[src/rtl/imem_boot_arbiter.sv]
// imem_boot_arbiter: boot loader plus fetch/debug sharing of the instruction memory port
module imem_boot_arbiter #(
  parameter int          DEPTH    = 101,
  parameter logic [21:0] NOP_WORD = 22'h000000
) (
  input  logic        clk_i,
  input  logic        rst_ni,
  input  logic [21:0] pc_i,
  output logic [21:0] instr_o,
  output logic        fetch_stall_o,
  output logic        cpu_run_o,
  output logic        fault_o,
  input  logic        ld_valid_i,
  input  logic [21:0] ld_data_i,
  input  logic        ld_last_i,
  output logic        ld_ready_o,
  input  logic        reload_i,
  input  logic        dbg_req_i,
  input  logic [21:0] dbg_addr_i,
  output logic        dbg_ack_o,
  output logic [21:0] dbg_data_o,
  output logic [21:0] mem_a_o,
  output logic        mem_we_o,
  output logic [21:0] mem_wd_o,
  input  logic [21:0] mem_rd_i
);
  localparam int AW = $clog2(DEPTH + 1);
  typedef enum logic [1:0] {LOAD, RUN, DBG} state_e;
  state_e        state_q, state_d;
  logic [AW-1:0] wr_ptr_q, wr_ptr_d, prog_len_q, prog_len_d;
  logic          fault_q, fault_d, dbg_ack_q, dbg_ack_d;
  logic [21:0]   dbg_data_q, dbg_data_d;
  logic          in_range;
  // full 20-bit word index against the loaded length, no wrap
  assign in_range = pc_i[21:2] < {{(20-AW){1'b0}}, prog_len_q};
  assign fault_o    = fault_q;
  assign dbg_ack_o  = dbg_ack_q;
  assign dbg_data_o = dbg_data_q;
  // next-state and port muxing; ld_ready is gated by reset so nothing is written while held in reset
  always_comb begin
    state_d       = state_q;
    wr_ptr_d      = wr_ptr_q;
    prog_len_d    = prog_len_q;
    fault_d       = fault_q;
    dbg_ack_d     = 1'b0;
    dbg_data_d    = dbg_data_q;
    ld_ready_o    = 1'b0;
    cpu_run_o     = 1'b0;
    fetch_stall_o = 1'b1;
    instr_o       = NOP_WORD;
    mem_a_o       = pc_i;
    mem_we_o      = 1'b0;
    mem_wd_o      = ld_data_i;
    unique case (state_q)
      LOAD: begin
        ld_ready_o = rst_ni;
        if (ld_valid_i && rst_ni) begin
          mem_we_o = 1'b1;
          mem_a_o  = {{(20-AW){1'b0}}, wr_ptr_q, 2'b00};
          wr_ptr_d = wr_ptr_q + 1'b1;
          if (ld_last_i || wr_ptr_q == AW'(DEPTH - 1)) begin
            prog_len_d = wr_ptr_q + 1'b1;
            wr_ptr_d   = '0;
            state_d    = RUN;
          end
        end
      end
      RUN: begin
        cpu_run_o     = 1'b1;
        fetch_stall_o = 1'b0;
        instr_o       = in_range ? mem_rd_i : NOP_WORD;
        fault_d       = fault_q | ~in_range;
        if (reload_i) begin
          state_d       = LOAD;
          wr_ptr_d      = '0;
          fault_d       = 1'b0;
          fetch_stall_o = 1'b1;
        end else if (dbg_req_i && !dbg_ack_q) begin
          state_d       = DBG;
          fetch_stall_o = 1'b1;
        end
      end
      DBG: begin
        cpu_run_o  = 1'b1;
        mem_a_o    = dbg_addr_i;
        dbg_data_d = mem_rd_i;
        dbg_ack_d  = 1'b1;
        state_d    = RUN;
      end
      default: state_d = LOAD;
    endcase
  end
  // state registers
  always_ff @(posedge clk_i or negedge rst_ni) begin
    if (!rst_ni) begin
      state_q    <= LOAD;
      wr_ptr_q   <= '0;
      prog_len_q <= '0;
      fault_q    <= 1'b0;
      dbg_ack_q  <= 1'b0;
      dbg_data_q <= '0;
    end else begin
      state_q    <= state_d;
      wr_ptr_q   <= wr_ptr_d;
      prog_len_q <= prog_len_d;
      fault_q    <= fault_d;
      dbg_ack_q  <= dbg_ack_d;
      dbg_data_q <= dbg_data_d;
    end
  end
endmodule

[config.mk]
export PLATFORM = sky130hd
export DESIGN_NAME = imem_boot_arbiter
export DESIGN_NICKNAME = d
export VERILOG_FILES = /design/src/rtl/imem_boot_arbiter.sv
export SDC_FILE = /design/constraint.sdc
export NUM_CORES = 1
export LEC_CHECK = 0
export ABC_AREA = 0
export BUFFER_PORTS_ARGS = -buffer_cell sky130_fd_sc_hd__buf_2
export CAP_MARGIN = 10
export CORE_MARGIN = 4
export CORE_UTILIZATION = 44
export DETAILED_ROUTE_END_ITERATION = 12
export PLACE_DENSITY = 0.92
export SETUP_SLACK_MARGIN = 0.05
export SYNTH_ARGS = -nofsm -noshare
export SYNTH_HDL_FRONTEND = slang
export SYNTH_SLANG_ARGS = --single-unit
[constraint.sdc]
create_clock -name clk_i -period 5.5 [get_ports clk_i]
set_input_delay 1.1 -clock clk_i [delete_from_list [all_inputs] [get_ports clk_i]]
set_output_delay 1.1 -clock clk_i [all_outputs]
set_load 0.03 [all_outputs]
-- After elaboration in Yosys (flattened, before gate mapping)
Cells that the tools add are included.
- flip-flop bits (word level): 40
- bits in latches: 0
- memory bits (writable): 0
- bits in read-only memories: 0
- word-level logic and storage cells: 49
- memories: 0
- add/subtract/negate cells: 1
- multiply operators: 0
- divide/modulo/power cells: 0
- magnitude comparators: 1
- equal/unequal tests: 7
- shifts and indexed selects: 0
- mux-type cells: 22
- bitwise gates (word level): 2
- reductions and logical operators: 10
- operators with widths (kind ; count):
    $mux W22 ; 3
    $pmux W22 S2 ; 1
    $mux W7 ; 3
    $lt A20 B7 Y1 ; 1
    $pmux W7 S2 ; 1
    $mux W1 ; 9
    $reduce_and A3 Y1 ; 3
    $mux W2 ; 4
    $add A7 B1 Y7 const B ; 1
    $eq A7 B7 Y1 const B ; 1
    $ne A2 B2 Y1 const B ; 3
    $pmux W2 S3 ; 1
    $ne A3 B3 Y1 const B ; 1
    $eq A2 B1 Y1 const B ; 1
    $eq A2 B2 Y1 const B ; 1
    $logic_and A1 B1 Y1 ; 2
    $logic_not A2 Y1 ; 1
    $reduce_bool A2 Y1 ; 1
    $reduce_or A2 Y1 ; 1
    $logic_not A1 Y1 ; 1
    $logic_or A1 B1 Y1 ; 1
    $not A1 Y1 ; 1
    $or A1 B1 Y1 ; 1

-- Longest topological paths before layout
- depth in word-level cells: 5
- mapped depth: 8
- depth with buffers taken out: 7

-- Least setup slack after synthesis
Ideal clock, no wire load.
- kind: input to output
- start: in pc_i[4]
- end: out instr_o[10]
- arrival time: 2.624 ns
- required time: 4.400 ns
- path slack: 1.776 ns
- stages: 6
- cells stage by stage: ha_1 -> a211oi_1 -> o21ai_1 -> a2111oi_4 -> buf_2 -> and2_1
- cells in the longest elaborated chain, start to end: 3
- RTL lines (element ; line ; text):
    from (decl) ; 8 ; input logic [21:0] pc_i,
    $lt A20 B7 Y1 ; 35 ; assign in_range = pc_i[21:2] < {{(20-AW){1'b0}}, prog_len_q};
    $mux W22 ; 71 ; instr_o = in_range ? mem_rd_i : NOP_WORD;
    $mux W22 ; 54 ; unique case (state_q)
    to (decl) ; 9 ; output logic [21:0] instr_o,
No other way between the ends.

-- Final worst setup path
- start: in pc_i[4]
- end: out instr_o[20]
Same word-level chain as after synthesis.

==> implementation parameters <==
Parameter                              Value

Clock tree
  Clock buffers created by TritonCTS    5
  Maximum level of the CTS H-tree    2
  CTS Buffer Depth    2
  CTS-repair resized insts    0
  Number of setup buffers added after CTS    0
  Latest clock arrival within the worst-skew pair    just under 0.3 ns
  Root Driver    sky130_fd_sc_hd__clkbuf_8
  CTS tree    yes
  Sink Count    40
  Reg clk slew, reported paths    0.08 ns
  Hold bufs inserted after CTS    0

Placed design
  Dpl ws    about 1.0 ns
  Count of port buffers added during placement    around 140
  HPWL after detailed placement    5670 um
  Routability Congestion    around 0.86

Detailed routing
  Via-per-instance ratio    5.31
  DR DRC count    0
  Count of TritonRoute iterations in the first routing pass    4
  Number of design-rule violations left by the first detailed-router iteration    86
  Detail-routed net length per standard cell    around 16 um
  Post-route ant nets    0
  Total number of vias    between 2000 and 2500
  Total routed wirelength    7090 um

Power and ir drop
  Leakage power summed over all cells    ~0.0017 uW
  Highest ir drop seen on vdd    roughly 0.24 mV
  Power share of the combinational group    0.528
  Overall power    1620 uW
  Power spent charging and discharging nets    between 700 and 800 uW
  Internal power summed over all cells    892 uW
  Sequential power share    0.299
  Power density over cell area    approximately 490 mW/mm2
  Switching part of the total    0.449
  Clock share of power    0.173

Global route
  Total routing usage reported by global routing    0.196
  Overflow left after global routing    0
  Via count of the first global-routing pass    roughly 2400
  Number of antenna violations at the first check in global routing    0
  Maximum number of pins on one net before global-route repair    48
  Global-route wire length before repair    between 10000 and 15000 um

Run status
  Outcome    finished, final reports clean

STA
  Clock skew    0.00718 ns
  Final min period    about 4.4 ns
  Final period utilization    0.801
  Highest clock rate    roughly 0.23 GHz
  Final hold violations    0
  Count of final max-slew check failures    0
  Fin Setup TNS    0 ns
  Number of endpoints failing setup at the final stage    0
  Slack of the critical path    roughly 1.1 ns
  Worst max-slew margin expressed relative to the limit    0.369
  WHS    slightly above 0.5 ns
  Slew at the pin closest to its max-slew limit    ~0.95 ns
  RSZ-0062 raised after global routing    false

Worst hold path
  Critical hold path startpoint    dbg_data_o[11]$_DFFE_PN0P_
  Hold Path Class    flip-flop to flip-flop

Worst setup path
  Req. time, crit path    approximately 4.4 ns
  Arrival time at the worst endpoint    around 3.3 ns
  Critical path's top delay family    compound AO/OA/AOI/OAI gates
  Setup crit end kind    primary output
  Biggest fanout along the worst timing path    22
  Cells traversed along the worst timing path    buf_2 > ha_1 > a211oi_1 > o21ai_1 > a2111oi_4 > and2_1 > buf_2
  Launching element type of the critical path    input pin
  Launch point of the worst reg-to-reg path    state_q[0]$_DFFE_PN0P_
  Kind of critical path    input pin to primary output
  Crit path launch    pc_i[4]
  Slowest stage cell on the critical path    sky130_fd_sc_hd__a2111oi_4
  Critical Path Max Stage Delay    0.92 ns
  WP buf/inv    2
  Cell occurring most often along the worst timing path    sky130_fd_sc_hd__buf_2

Yosys
  Share of the yosys chip area belonging to registers    0.394
  Syn Inst Count    between 200 and 250
  Distinct cell type count of the synthesized netlist    36
  Average size of a mapped cell    10.5 um2
  Yosys Warn Count    0
  FF+latch count, synth    40
  Total nets after synthesis    around 350
  Syn Std Cell Area    around 0.0025 mm2

Run
  Count of max-cap constraint violations    0

Cells and area
  Final nets    468
  Fin util    0.594
  Fraction of layout instances using a drive strength above 1    0.517
  Inserted Diodes    0
  Area growth from synthesis to final layout    29.5%

Floorplanning
  Initial standard-cell utilization of the core    0.459
  Vert. Die Dim    about 84 um
  Horizontal die dimension    approximately 84 um
  Floorplan row count    27
  Die area    between 0.007 and 0.008 mm2
  I/O pin total    ~190
  CORE AREA    between 0.005 and 0.006 mm2
==> power by group through the flow <==
stage | Combinational [uW] | Sequential, uW | Clock, uW
2_1_floorplan | 472 | 653 | 0
3_3_place_gp | 841 | 479 | 0
3_5_place_dp | 860 | 487 | 0
4_1_cts | 862 | 482 | 284
5_1_grt | 919 | 500 | 299
6_report | 855 | 483 | 280
==> layout by cell type, fill, tap and decap left out, drive strengths merged <==
master,netlist,routed
nor2,7,7
dfrtp,40,40
bufinv,0,2
a22o,17,17
a2111oi,3,3
a21oi,9,9
nand4b,1,1
nand3,3,3
and3,3,3
xnor2,3,3
a211oi,2,2
a31oi,3,3
and4b,1,1
buf,27,146
inv,22,22
ha,12,12
clkinv,1,1
nand2b,3,3
o32a,1,1
o21ai,3,3
nor4,3,3
a222oi,7,7
nand2,2,2
and2,23,23
nand4,3,3
clkbuf,5,5
nor2b,3,3
nor3b,1,1
mux2i,4,4
mux2,27,27
xor2,2,2
==> final timing paths <==
| path | end | slack, ns | depth (start not counted) |
|---|---|---|---|
| max reg2reg | wr_ptr_q[1]$_DFFE_PN0P_ | 3.29 | 7 |
| min in group asynchronous | prog_len_q[0]$_DFFE_PN0P_ | 0.90 | 2 |
| max in group asynchronous | dbg_data_o[2]$_DFFE_PN0P_ | 4.22 | 2 |
| max | instr_o[20] | 1.09 | 7 |
| min reg2reg | dbg_data_o[11]$_DFFE_PN0P_ | 0.50 | 1 |
| min | dbg_data_o[11]$_DFFE_PN0P_ | 0.50 | 1 |
==> layer usage <==
layer  wire [um]  track usage  part of all wire
met2        3870        0.369              0.55
met5           0            0                 0
met4         174       0.0819             0.025
met3         584       0.0661             0.082
met1        2450        0.195              0.35
==> cell families after synthesis <==
| logic type | count (synthesis) | synth area share |
|---|---|---|
| AO/OA/AOI/OAI | 45 | 0.153 |
| AND/OR/NAND/NOR | 53 | 0.126 |
| XOR/XNOR | 5 | 0.0172 |
| flip-flops | 40 | 0.394 |
| buffers and inverters | 55 | 0.116 |
| adder cells (fa/ha/maj) | 12 | 0.0591 |
| multiplexers | 31 | 0.135 |
==> registers in the layout, indices dropped and copies added, names as in the netlist <==
register    count
fault_o         1
state_q         2
wr_ptr_q        7
prog_len_q      7
dbg_data_o     22
dbg_ack_o       1
==> per-stage QoR <==
| step | instance area, um2 | instances |
|---|---|---|
| after floorplan | 2540 | 241 |
| after global placement | 3160 | 427 |
| after detailed placement | 3160 | 427 |
| after CTS | 3290 | 434 |
| after global routing | 3290 | 434 |
| final | 3290 | 434 |
==> final cells by class <==
class,count,area (um2)
sequential,40,1000
timing repair buffer,146,738
fill,454,2250
clock buffer,5,68.8
inverter,23,86.3
tap,72,90.1
multi-input combinational,146,1250
clock inverter,2,60.1
==> cell usage after synthesis <==
cell type | number | area, um2
sky130_fd_sc_hd__a2111oi_0 | 1 | 8.76
sky130_fd_sc_hd__a2111oi_4 | 2 | 55.1
sky130_fd_sc_hd__a211oi_1 | 2 | 15.0
sky130_fd_sc_hd__a21oi_1 | 9 | 45.0
sky130_fd_sc_hd__a222oi_1 | 7 | 70.1
sky130_fd_sc_hd__a22o_1 | 16 | 140
sky130_fd_sc_hd__a22o_2 | 1 | 10.0
sky130_fd_sc_hd__a31oi_1 | 3 | 18.8
sky130_fd_sc_hd__and2_1 | 23 | 144
sky130_fd_sc_hd__and3_1 | 2 | 12.5
sky130_fd_sc_hd__and3_2 | 1 | 7.51
sky130_fd_sc_hd__and4b_4 | 1 | 13.8
sky130_fd_sc_hd__buf_2 | 5 | 25.0
sky130_fd_sc_hd__buf_4 | 22 | 165
sky130_fd_sc_hd__clkbuf_1 | 5 | 18.8
sky130_fd_sc_hd__clkinv_1 | 1 | 3.75
sky130_fd_sc_hd__dfrtp_1 | 40 | 1000
sky130_fd_sc_hd__ha_1 | 12 | 150
sky130_fd_sc_hd__inv_1 | 22 | 82.6
sky130_fd_sc_hd__mux2_2 | 27 | 304
sky130_fd_sc_hd__mux2i_1 | 4 | 40.0
sky130_fd_sc_hd__nand2_1 | 2 | 7.51
sky130_fd_sc_hd__nand2b_1 | 3 | 18.8
sky130_fd_sc_hd__nand3_1 | 3 | 15.0
sky130_fd_sc_hd__nand4_1 | 3 | 18.8
sky130_fd_sc_hd__nand4b_1 | 1 | 8.76
sky130_fd_sc_hd__nor2_1 | 6 | 22.5
sky130_fd_sc_hd__nor2_2 | 1 | 6.26
sky130_fd_sc_hd__nor2b_1 | 3 | 18.8
sky130_fd_sc_hd__nor3b_1 | 1 | 7.51
sky130_fd_sc_hd__nor4_1 | 3 | 18.8
sky130_fd_sc_hd__o21ai_0 | 2 | 10.0
sky130_fd_sc_hd__o21ai_1 | 1 | 5.00
sky130_fd_sc_hd__o32a_1 | 1 | 10.0
sky130_fd_sc_hd__xnor2_1 | 3 | 26.3
sky130_fd_sc_hd__xor2_1 | 2 | 17.5
Power figures use the tool's default switching activity.
